--- src/rtl/match_game_ctrl_if.sv ---
// rtl/match_game_ctrl_if.sv - button inputs and board state outputs of the match game controller
interface match_game_ctrl_if;
    logic       btnA;
    logic       btnB;
    logic       btnC;
    logic       btnD;
    logic [1:0] actionA;
    logic [1:0] actionB;
    logic [1:0] actionC;
    logic [1:0] actionD;
    logic       winscreen;
    logic [7:0] moves;
    logic       busy;

    modport master (
        output btnA, btnB, btnC, btnD,
        input  actionA, actionB, actionC, actionD, winscreen, moves, busy
    );

    modport slave (
        input  btnA, btnB, btnC, btnD,
        output actionA, actionB, actionC, actionD, winscreen, moves, busy
    );
endinterface

--- src/rtl/match_game_ctrl.sv ---
// rtl/match_game_ctrl.sv - four-square match game FSM; MATCH_GAME_DEBOUNCE_EN adds button debounce
module match_game_ctrl #(
    parameter int REVEAL_TICKS   = 25000000,
    parameter int WIN_TICKS      = 75000000,
    parameter int DEBOUNCE_TICKS = 250000
) (
    input  logic         clk25MHz,
    input  logic         rst,
    match_game_ctrl_if.slave bus
);
    typedef enum logic [1:0] {IDLE, ONE, REVEAL, WIN} state_t;

    localparam logic [1:0] HIDDEN   = 2'b00;
    localparam logic [1:0] SELECTED = 2'b01;
    localparam logic [1:0] SHOWN    = 2'b10;
    localparam logic [1:0] CLEARED  = 2'b11;

    logic [3:0] btn_raw;
    logic [3:0] sync1, sync2;
    logic [3:0] level, level_q, press_q;

    assign btn_raw = {bus.btnD, bus.btnC, bus.btnB, bus.btnA};

    always_ff @(posedge clk25MHz) begin
        if (rst) begin
            sync1   <= '0;
            sync2   <= '0;
            level_q <= '0;
            press_q <= '0;
        end else begin
            sync1   <= btn_raw;
            sync2   <= sync1;
            level_q <= level;
            press_q <= level & ~level_q;
        end
    end

`ifdef MATCH_GAME_DEBOUNCE_EN
    localparam int DBW = (DEBOUNCE_TICKS > 1) ? $clog2(DEBOUNCE_TICKS) : 1;

    logic [3:0]           filt;
    logic [3:0][DBW-1:0]  db_cnt;

    // Counter runs only while the synchronised level disagrees with the filtered one.
    always_ff @(posedge clk25MHz) begin
        if (rst) begin
            filt   <= '0;
            db_cnt <= '0;
        end else begin
            for (int i = 0; i < 4; i++) begin
                if (sync2[i] == filt[i]) begin
                    db_cnt[i] <= '0;
                end else if (db_cnt[i] == DBW'(DEBOUNCE_TICKS - 1)) begin
                    filt[i]   <= sync2[i];
                    db_cnt[i] <= '0;
                end else begin
                    db_cnt[i] <= db_cnt[i] + 1'b1;
                end
            end
        end
    end

    assign level = filt;
`else
    assign level = sync2;
`endif

    logic       sel_valid;
    logic [1:0] sel_idx;

    always_comb begin
        sel_valid = 1'b1;
        sel_idx   = 2'd0;
        if (press_q[0])      sel_idx = 2'd0;
        else if (press_q[1]) sel_idx = 2'd1;
        else if (press_q[2]) sel_idx = 2'd2;
        else if (press_q[3]) sel_idx = 2'd3;
        else                 sel_valid = 1'b0;
    end

    state_t          state, state_n;
    logic [3:0][1:0] code, code_n;
    logic [31:0]     timer, timer_n;
    logic [7:0]      moves, moves_n;
    logic [1:0]      first, first_n, second, second_n;
    logic            win, win_n;
    logic            busy, busy_n;

    always_ff @(posedge clk25MHz) begin
        if (rst) begin
            state  <= IDLE;
            code   <= '0;
            timer  <= '0;
            moves  <= '0;
            first  <= '0;
            second <= '0;
            win    <= 1'b0;
            busy   <= 1'b0;
        end else begin
            state  <= state_n;
            code   <= code_n;
            timer  <= timer_n;
            moves  <= moves_n;
            first  <= first_n;
            second <= second_n;
            win    <= win_n;
            busy   <= busy_n;
        end
    end

    always_comb begin
        state_n  = state;
        code_n   = code;
        timer_n  = timer;
        moves_n  = moves;
        first_n  = first;
        second_n = second;
        win_n    = win;
        case (state)
            IDLE: begin
                if (sel_valid && code[sel_idx] == HIDDEN) begin
                    code_n[sel_idx] = SELECTED;
                    first_n         = sel_idx;
                    state_n         = ONE;
                end
            end
            ONE: begin
                if (sel_valid) begin
                    if (sel_idx == first) begin
                        code_n[first] = HIDDEN;
                        state_n       = IDLE;
                    end else if (code[sel_idx] == HIDDEN) begin
                        code_n[first]   = SHOWN;
                        code_n[sel_idx] = SHOWN;
                        second_n        = sel_idx;
                        moves_n         = (moves == 8'hFF) ? moves : moves + 8'd1;
                        timer_n         = 32'(REVEAL_TICKS - 1);
                        state_n         = REVEAL;
                    end
                end
            end
            REVEAL: begin
                if (timer == '0) begin
                    // Indices A=0..D=3: the pairs {A,D} and {B,C} are exactly those summing to 3.
                    if (2'(first + second) == 2'd3) begin
                        code_n[first]  = CLEARED;
                        code_n[second] = CLEARED;
                    end else begin
                        code_n[first]  = HIDDEN;
                        code_n[second] = HIDDEN;
                    end
                    if (code_n == {4{CLEARED}}) begin
                        timer_n = 32'(WIN_TICKS - 1);
                        win_n   = 1'b1;
                        state_n = WIN;
                    end else begin
                        state_n = IDLE;
                    end
                end else begin
                    timer_n = timer - 32'd1;
                end
            end
            WIN: begin
                if (timer == '0) begin
                    code_n  = '0;
                    win_n   = 1'b0;
                    moves_n = '0;
                    state_n = IDLE;
                end else begin
                    timer_n = timer - 32'd1;
                end
            end
            default: begin
                code_n  = '0;
                win_n   = 1'b0;
                state_n = IDLE;
            end
        endcase
        busy_n = (state_n == REVEAL) || (state_n == WIN);
    end

    assign bus.actionA   = code[0];
    assign bus.actionB   = code[1];
    assign bus.actionC   = code[2];
    assign bus.actionD   = code[3];
    assign bus.winscreen = win;
    assign bus.moves     = moves;
    assign bus.busy      = busy;
endmodule
--- src/flat_wrapper.sv ---
// flat-port wrapper written by rule: the top's interface ports become plain ports
module match_game_ctrl_flat 
#(
    parameter int REVEAL_TICKS   = 25000000,
    parameter int WIN_TICKS      = 75000000,
    parameter int DEBOUNCE_TICKS = 250000
)
  (clk25MHz, rst, bus_btnA, bus_btnB, bus_btnC, bus_btnD, bus_actionA, bus_actionB, bus_actionC, bus_actionD, bus_winscreen, bus_moves, bus_busy);
  match_game_ctrl_if bus_i ();
  input  logic clk25MHz;
  input  logic rst;
  input wire logic [$bits(bus_i.btnA)-1:0] bus_btnA;
  input wire logic [$bits(bus_i.btnB)-1:0] bus_btnB;
  input wire logic [$bits(bus_i.btnC)-1:0] bus_btnC;
  input wire logic [$bits(bus_i.btnD)-1:0] bus_btnD;
  output wire logic [$bits(bus_i.actionA)-1:0] bus_actionA;
  output wire logic [$bits(bus_i.actionB)-1:0] bus_actionB;
  output wire logic [$bits(bus_i.actionC)-1:0] bus_actionC;
  output wire logic [$bits(bus_i.actionD)-1:0] bus_actionD;
  output wire logic [$bits(bus_i.winscreen)-1:0] bus_winscreen;
  output wire logic [$bits(bus_i.moves)-1:0] bus_moves;
  output wire logic [$bits(bus_i.busy)-1:0] bus_busy;
  assign bus_i.btnA = bus_btnA;
  assign bus_i.btnB = bus_btnB;
  assign bus_i.btnC = bus_btnC;
  assign bus_i.btnD = bus_btnD;
  assign bus_actionA = bus_i.actionA;
  assign bus_actionB = bus_i.actionB;
  assign bus_actionC = bus_i.actionC;
  assign bus_actionD = bus_i.actionD;
  assign bus_winscreen = bus_i.winscreen;
  assign bus_moves = bus_i.moves;
  assign bus_busy = bus_i.busy;
  match_game_ctrl #(.REVEAL_TICKS(REVEAL_TICKS), .WIN_TICKS(WIN_TICKS), .DEBOUNCE_TICKS(DEBOUNCE_TICKS)) u_core (.clk25MHz(clk25MHz), .rst(rst), .bus(bus_i));
endmodule
--- config.mk ---
export PLATFORM = sky130hd
export DESIGN_NAME = match_game_ctrl_flat
export DESIGN_NICKNAME = d
export VERILOG_FILES = /design/src/rtl/match_game_ctrl_if.sv /design/src/rtl/match_game_ctrl.sv /design/src/flat_wrapper.sv
export SDC_FILE = /design/constraint.sdc
export NUM_CORES = 1
export LEC_CHECK = 0
export CAP_MARGIN = 20
export CORE_ASPECT_RATIO = 1.1
export CORE_MARGIN = 2
export CORE_UTILIZATION = 39
export DETAILED_ROUTE_END_ITERATION = 10
export PLACE_DENSITY = 0.6
export SYNTH_ARGS = -nofsm -noshare
export SYNTH_HDL_FRONTEND = slang
export SYNTH_SLANG_ARGS = --single-unit
--- constraint.sdc ---
create_clock -name clk25MHz -period 6.2 [get_ports clk25MHz]
set_input_delay 1.55 -clock clk25MHz [delete_from_list [all_inputs] [get_ports clk25MHz]]
set_output_delay 1.55 -clock clk25MHz [all_outputs]
set_load 0.02 [all_outputs]
# Word level (Yosys, flattened, before mapping)
# Index checks and enable logic that the tools add are counted.
# op_classes
add_sub_neg,3
order_cmp,6
eq_ne,20
mux,50
n_bitwise,18
reduce_logical,17
# ops
cell,n
$mux W32,6
$mux W8,13
$pmux W32 S3,1
$logic_not A32 Y1,1
$pmux W8 S4,1
$sub A32 B1 Y32 const B,1
$mux W2,15
$and A4 B4 Y4,4
$and A8 B8 Y8,2
$eq A8 B8 Y1 const B,2
$not A4 Y4,4
$not A8 Y8,2
$or A8 B8 Y8,2
$pmux W8 S2,1
$demux W2 S2,3
$ne A2 B1 Y1 const B,6
$or A4 B4 Y4,3
$reduce_and A6 Y1,2
$eq A2 B2 Y1 const B,5
$lt A2 B3 Y1 const B,3
$add A8 B1 Y8 const B,1
$pmux W2 S4,1
$reduce_and A4 Y1,2
$mux W1,7
other kinds (17),26
# totals
ff_bits,72
in_bits,6
output_inout_bits,18
elab_cells,129

# Longest topological paths before layout
# Gate-level depths: netlist of run 1.
# logic_depth
depth_word,16
mapped_depth,12
mapped_depth_nobuf,9

# Worst setup path after synthesis of run 1
# Ideal clock, no wire load.
# synth_timing
kind,register to register
startpoint,register u_core.timer[2]
endpoint,register u_core.timer[26]
setup_ns,0.088
t_arrival_ns,2.502
required_ns,6.112
slack_ns,3.610
stages_incl_launch_ff,11
path_buffers,2
synth_period_minus_slack_ns,2.590
path_cell_list,dfxtp_1 -> or4_4 -> nor4b_4 -> nand4_4 -> nor2_4 -> o21ai_2 -> a21oi_4 -> buf_6 -> buf_6 -> a21oi_1 -> o32ai_2
# synth_between
elab_chain_cells,3
word_cells_on_any_way,8
cone_classes,1 x add/sub; 2 x eq/ne; 3 x mux; 2 x reduce/logical
# synth_rtl
item,line_no,rtl
"start, declared",match_game_ctrl.sv:83,"logic [31:0] timer, timer_n;"
"start signal, assigned",match_game_ctrl.sv:102,timer <= timer_n;
$sub A32 B1 Y32 / $logic_not A32 Y1 (equally long branches),n/a,
"$mux W32, or another cell as far along",match_game_ctrl.sv:164,if (timer == '0) begin
$pmux W32 S3 / $reduce_and A6 Y1 (equally long branches),n/a,
# Parallel ways exist; a longest one is shown, timed or not. The select of a mux whose other input is x is not followed.
# A chain may end at the register's enable or synchronous reset.

# Final worst setup path of run 1
# layout_timing
startpoint,register u_core.first[0]
endpoint,register u_core.timer[28]
# layout_between
elab_chain_cells,13
word_cells_on_any_way,20
cone_classes,1 x add/sub; 2 x order compare; 5 x eq/ne; 5 x mux; 5 x bitwise; 2 x reduce/logical
# layout_rtl
item,line_no,rtl
"start, declared",match_game_ctrl.sv:85,"logic [1:0] first, first_n, second, second_n;"
"start signal, assigned",match_game_ctrl.sv:104,first <= first_n;
$lt A2 B3 Y1 (implied by the code) / $ge A2 B1 Y1 (equally long branches),"match_game_ctrl.sv:146, match_game_ctrl.sv:149",
$logic_and A1 B1 Y1 (implied by the code),"match_game_ctrl.sv:146, match_game_ctrl.sv:149",
$mux W2 (implied by the code),"match_game_ctrl.sv:146, match_game_ctrl.sv:149",
$demux W2 S2,n/a,
$not A8 Y8 (no source line),n/a,
$and A8 B8 Y8 (no source line) (2 in a row),n/a,
$mux W8,match_game_ctrl.sv:145,if (2'(first + second) == 2'd3) begin
$mux W8,match_game_ctrl.sv:143,if (timer == '0) begin
$mux W8,match_game_ctrl.sv:119,case (state)
$eq A8 B8 Y1,match_game_ctrl.sv:152,if (code_n == {4{CLEARED}}) begin
$ne A3 B2 Y1 (no source line),n/a,
$reduce_and A6 Y1 (no source line) *,n/a,
# Every way passes the cells marked *; elsewhere a longest branch is shown, timed or not. The select of a mux whose other input is x is not followed.

==> summary.md, run 1 <==
| Metric | Value |
|---|---|
| Req. time, crit path | `6490 ps` |
| H-tree Lvls | `3` |
| Critical setup path kind | `reg2reg` |
| Actual slew at the worst max-slew pin | `1080 ps` |
| Core Area | `9840 sq um` |
| CTS root buf | `clkbuf_8` |
| Fin Setup TNS | `0 ps` |
| Flops & latches, synth | `72` |
| Synth unique cells | `71` |
| Port Buf Inserts | `23` |
| Min Tclk post-route | `3610 ps` |
| DRT Pass-1 Iters | `4` |
| Final non-filler cell total | `615` |
| Max Fclk | `0.277 GHz` |
| Setup repair after global routing missed its margin | `false` |
| PD cells | `227 nW/um^2` |
| Final Cycle Share | `58.3%` |
| First-pass GRT wire length | `16600 um` |
| Post-CTS Hold Fix Bufs | `0` |
| Overall die height | `109 um` |
| Initial Util | `40.0%` |
| Met1 usage | `26.8%` |
| Routed length per instance | `16.1 um` |
| Detail Route Antenna Nets | `0` |
| Critical path cell sequence | `ha_1, xor3_1, nand2_1, nor2_1, o21bai_1, nor2_1, a21oi_1, nand2_1, a21oi_1` |
| RePlAce Congestion | `0.906` |
| Max-slew violations | `0` |
| Worst path buffer plus inverter count | `0` |
| Post-DP HPWL | `6650 um` |
| Fraction of the mapped netlist area in compound gates | `23.4%` |
| # IOs | `24` |
| Largest net degree at the start of global routing | `47` |
| Crit path largest cell delay | `820 ps` |
| DRC | `0` |
| Post-synthesis xor/xnor area fraction | `3.05%` |
| Largest cells by area after synthesis | `dfxtp_1 37%, a21oi_1 5.5%, nor2_1 4.7%` |
| Die width | `99.7 um` |
| Async set-or-reset flop fraction in the synthesized netlist | `0%` |
| Seq/Total Area, Yosys | `36.7%` |
| Max-cap viol count | `0` |
| M3 GR Usage | `2.80%` |
| Total track usage | `19.0%` |
| Via/cell ratio | `5.88` |
| Mux cell area share after synthesis | `0.764%` |
| Maximum VDD drop | `0.146 mV` |
| Combinational family with the most area after synthesis | `simple AND/OR/NAND/NOR gates` |
| Synth Area in Simple Gates | `30.7%` |
| Clock Pin Slew Worst Setup and Hold Paths | `90 ps` |
| Synth Instances | `485` |
| R2R Setup Slk | `2590 ps` |
| Final Worst Setup Slack | `2590 ps` |
| Antenna Cells | `0` |
| Final Hold Vio Count | `0` |
| R2r startpoint | `u_core.first[0]` |
| Synth Net Count | `494` |
| DP Cell Count | `598` |
| Finished Cell Area | `4380 sq um` |
| Number of global-route vias before repair | `3292` |
| Top cell type's share of synthesized area | `36.7%` |
| Post-Synth Adder-Cell Area | `0.955%` |
| Area leader, netlist | `dfxtp_1` |
| Hold Path Origin | `u_core.level_q[2]` |
| Reg power frac | `48.3%` |
| Post-Route WL | `9890 um` |
| DRT iter0 DRCs | `204` |
| Ys Warns | `0` |
| Worst-skew pair later-pin latency | `360 ps` |
| EDFF count, synth | `0` |
| CTS sink cnt | `72` |
| Layout Nets | `499` |
| Final setup skew | `9.52 ps` |
| CP top delay family | `compound AO/OA/AOI/OAI gates` |
| Sw Share | `29.5%` |
| Global route hottest layer | `met2` |
| Setup crit start kind | `flip-flop` |
| Top_reg_cell synth | `dfxtp_1` |
| Die ar. | `10900 sq um` |
| Setup violations, final | `0` |
| # Post-CTS Setup Buffers | `0` |
| Hold/Removal Path Class | `reg2reg` |
| Clock Power Share | `40.7%` |
| Post-cts resize count | `0` |
| Initial antenna violation count | `0` |
| Arrival time of the worst setup path | `3900 ps` |
| Share of cells above drive strength 1 | `7.88%` |
| P_int | `0.000702 W` |
| Sw Pwr | `0.000294 W` |
| GR met2 Demand/Resource | `29.6%` |
| Cts bufs inserted | `9` |
| CP Capture Type | `flip-flop` |
| Status | `finished clean` |
| Crit. Startpoint | `u_core.first[0]` |
| Logic pwr share | `11.0%` |
| DR vias | `3616` |
| Post-Synthesis Cell Area | `3930 sq um` |
| Row count | `38` |
| Max stage delay cell, worst path | `a21oi_1` |
| Leakage | `1.54 nW` |
| Relative max-transition margin | `28.1%` |
| Overflow left after global routing | `0` |
| Placed Area | `4170 sq um` |
| CTS tree | `done` |
| Area growth, synth to finish | `11.5%` |
| Mean Syn Cell Area | `8.11 sq um` |
| CP max FO | `18` |
| Clock buffer depth | `2` |
| Pre-CTS WS | `2600 ps` |
[cell families (layout without fill, tap and decap cells)]
logic type	count (synthesis)	count (layout)
AND/OR/NAND/NOR	215	215
AO/OA/AOI/OAI	141	141
flip-flops	72	72
buffers and inverters	39	49
XOR/XNOR	12	12
adder cells (fa/ha/maj)	3	3
multiplexers	3	3
[worst paths after layout]
path                                     endpoint  cells after the start
worst max register to register   u_core.timer[28]                      9
worst min register to register  u_core.press_q[2]                      1
worst max-delay path             u_core.timer[28]                      9
worst min-delay path            u_core.press_q[2]                      1
[area by class of cell]
class	instances	area, sq um
Clock buffer	9	124
Clock inverter	7	85.1
Fill cell	971	5460
Inverter	8	30.0
Multi-Input combinational cell	374	2310
Sequential cell	72	1440
Tap cell	120	150
Timing Repair Buffer	25	240
[power by group through the flow]
stage	clock (W)	sequential [W]	combinational [W]
2_1_floorplan	0	0.000486	0.0000847
3_3_place_gp	0	0.000492	0.000107
3_5_place_dp	0	0.000492	0.000108
4_1_cts	0.000414	0.000481	0.000108
5_1_grt	0.000435	0.000482	0.000122
6_report	0.000406	0.000481	0.000109
[layer usage]
metal,routed length (um),share of wire [%],vias up
met5,0,0,-
li1,-,-,1793
met3,420,4.2,12
met4,157,1.6,0
met2,4470,45,96
met1,4850,49,1715
[sequential cells by signal, indices dropped and copies added (netlist names)]
register / flops
u_core.bus.actionA: 2
u_core.bus.actionB: 2
u_core.bus.actionC: 2
u_core.bus.actionD: 2
u_core.bus.busy: 1
u_core.bus.moves: 8
u_core.bus.winscreen: 1
u_core.first: 2
u_core.level: 4
u_core.level_q: 4
u_core.press_q: 4
u_core.second: 2
u_core.state: 2
u_core.sync1: 4
u_core.timer: 32
[cell usage after synthesis, types with 8 or more instances]
cell type	number
a21oi_1	43
a31oi_1	9
clkbuf_1	19
dfxtp_1	72
inv_1	8
nand2_1	34
nand3_1	11
nand4_1	13
nor2_1	49
nor2b_1	24
nor3_1	19
o21ai_0	25
o31ai_1	10
or3_1	12
or4_1	9
[worst register-to-register path, cell delays in order (launching register included)]
cell and delay, ps:
dfxtp_1 650, ha_1 320, xor3_1 230, nand2_1 210, nor2_1 100, o21bai_1 290
nor2_1 130, a21oi_1 820, nand2_1 540, a21oi_1 250
[stage by stage]
stage / total power, W / util, % / hold WS, ps
finish: 0.000996 / 44.5 / 385
global route: 0.00104 / 44.5 / 397
CTS: 0.00100 / 44.5 / 386
detailed placement: 0.000600 / 42.3 / 374
floorplan: 0.000571 / - / 367
global placement: 0.000599 / 42.3 / 375
[cells in the final DEF (no fill, tap or decap), types with 10 or more instances in the layout]
| cell type | Yosys | routed |
|---|---|---|
| a21oi_1 | 43 | 43 |
| clkdlybuf4s50_1 | 0 | 22 |
| dfxtp_1 | 72 | 72 |
| nand2_1 | 34 | 34 |
| nand3_1 | 11 | 11 |
| nand4_1 | 13 | 13 |
| nor2_1 | 49 | 49 |
| nor2b_1 | 24 | 24 |
| nor3_1 | 19 | 19 |
| o21ai_0 | 25 | 25 |
| o31ai_1 | 10 | 10 |
| or3_1 | 12 | 12 |
(Power assumes the default switching activity.)
==> inputs of run 2 (changes only) <==
- clock period: 6.2 -> 3.7 ns (I/O delays scaled with it)
==> summary.md, run 2 (synthesis results as in run 1) <==
| Metric | Value |
|---|---|
| Most frequent cells in the layout | `72 x dfxtp_1, 49 x nor2_1, 43 x a21oi_1` |
| Sw Share | `30.7%` |
| Leakage | `1.59 nW` |
| DRC | `0` |
| Overall die height | `109 um` |
| CP Capture Type | `flip-flop` |
| DRT iter0 DRCs | `192` |
| Largest net degree at the start of global routing | `46` |
| Via/cell ratio | `5.91` |
| First-pass GRT wire length | `16300 um` |
| Maximum VDD drop | `0.165 mV` |
| Total track usage | `18.7%` |
| Layout Nets | `512` |
| # Post-CTS Setup Buffers | `0` |
| PD cells | `361 nW/um^2` |
| Max-cap viol count | `0` |
| Commonest non-fill, non-tap cell in the layout | `dfxtp_1` |
| # IOs | `24` |
| Final non-filler cell total | `628` |
| Setup crit start kind | `flip-flop` |
| Antenna Cells | `0` |
| Core Area | `9840 sq um` |
| DRT Pass-1 Iters | `5` |
| Largest Register | `u_core.timer` |
| CTS sink cnt | `72` |
| Clock Pin Slew Worst Setup and Hold Paths | `90 ps` |
| Detail Route Antenna Nets | `0` |
| Setup violations, final | `0` |
| Critical path cell sequence | `ha_1, nor4bb_1, a31oi_1, a21boi_0, o211ai_1, o21ai_2, a21oi_4, buf_4, or4b_2, a21oi_1` |
| Max stage delay cell, worst path | `or4b_2` |
| Post-DP HPWL | `6860 um` |
| Port Buf Inserts | `23` |
| Overflow left after global routing | `0` |
| Fin Setup TNS | `0 ps` |
| Clock buffer depth | `2` |
| Initial antenna violation count | `0` |
| Status | `finished clean` |
| Number of global-route vias before repair | `3397` |
| Worst-skew pair later-pin latency | `350 ps` |
| Sw Pwr | `0.000494 W` |
| Initial Util | `40.0%` |
| Share of cells above drive strength 1 | `10.2%` |
| Arrival time of the worst setup path | `3490 ps` |
| Pre-CTS WS | `548 ps` |
| Max Fclk | `0.312 GHz` |
| DP Cell Count | `611` |
| Req. time, crit path | `3980 ps` |
| RePlAce Congestion | `0.949` |
| Final setup skew | `9.95 ps` |
| Post-Route WL | `10000 um` |
| CTS tree | `done` |
| Relative max-transition margin | `64.1%` |
| Routed length per instance | `16.0 um` |
| CP max FO | `12` |
| Actual slew at the worst max-slew pin | `537 ps` |
| Die ar. | `10900 sq um` |
| CTS root buf | `clkbuf_8` |
| Clock Power Share | `37.9%` |
| Area growth, synth to finish | `13.4%` |
| Setup repair after global routing missed its margin | `false` |
| Max-slew violations | `0` |
| Die width | `99.7 um` |
| Post-cts resize count | `0` |
| P_int | `0.00112 W` |
| Reg power frac | `49.6%` |
| Final Worst Setup Slack | `494 ps` |
| Min Tclk post-route | `3210 ps` |
| DR vias | `3711` |
| Hold/Removal Path Class | `reg2reg` |
| Max reg flops | `32` |
| Final Cycle Share | `86.7%` |
| Final Hold Vio Count | `0` |
| Post-CTS Hold Fix Bufs | `0` |
| Row count | `38` |
| Top flop regs | `u_core.timer (32), u_core.bus.moves (8)` |
| Logic pwr share | `12.4%` |
| Cts bufs inserted | `9` |
| H-tree Lvls | `3` |
| Critical setup path kind | `reg2reg` |
| Total power | `0.00161 W` |
| Crit path largest cell delay | `620 ps` |
==> run 2: area by class of cell <==
cell class,count,area [sq um]
multi-input cells,374,2310
well taps,120,150
repair buffers,38,338
inverters,8,30.0
clock buffers,9,124
clock inverters,7,63.8
flip-flops and latches,72,1440
fillers,973,5380
==> run 2: path summary, 6_finish.rpt <==
check	from	end	slack, ps	depth (start not counted)
max	u_core.second[0]	u_core.timer[10]	490	10
min	u_core.level_q[1]	u_core.press_q[1]	390	1
max reg2reg	u_core.second[0]	u_core.timer[10]	490	10
min reg2reg	u_core.level_q[1]	u_core.press_q[1]	390	1
==> run 2: power by group through the flow <==
stage	clock [W]	sequential [W]	combinational (W)
after global routing	0.000660	0.000802	0.000218
after global placement	0	0.000817	0.000194
final	0.000611	0.000800	0.000200
after detailed placement	0	0.000818	0.000196
after CTS	0.000629	0.000799	0.000197
after floorplan	0	0.000814	0.000142
==> run 2: critical path: cells and delay by family (launching register included) <==
kind	cells	cell delay, ps
compound gates	6	1320
simple gates	2	900
flops	1	400
fa+ha+maj	1	280
buf+inv	1	210
==> run 2: per-layer routing <==
layer	part of all wire (%)	global-route usage, %	vias to the layer above
li1	-	-	1829
met3	5.2	3.18	18
met1	46	24.1	1752
met5	0	0	-
met4	2.1	9.00	0
met2	47	30.4	112
==> run 2: through the flow <==
step | hold WS, ps | util, % | area (sq um)
after detailed placement | 372 | 43.3 | 4260
after floorplan | 367 | - | 3930
after CTS | 385 | 45.2 | 4450
after global routing | 406 | 45.3 | 4460
after global placement | 375 | 43.3 | 4260
final | 385 | 45.3 | 4460
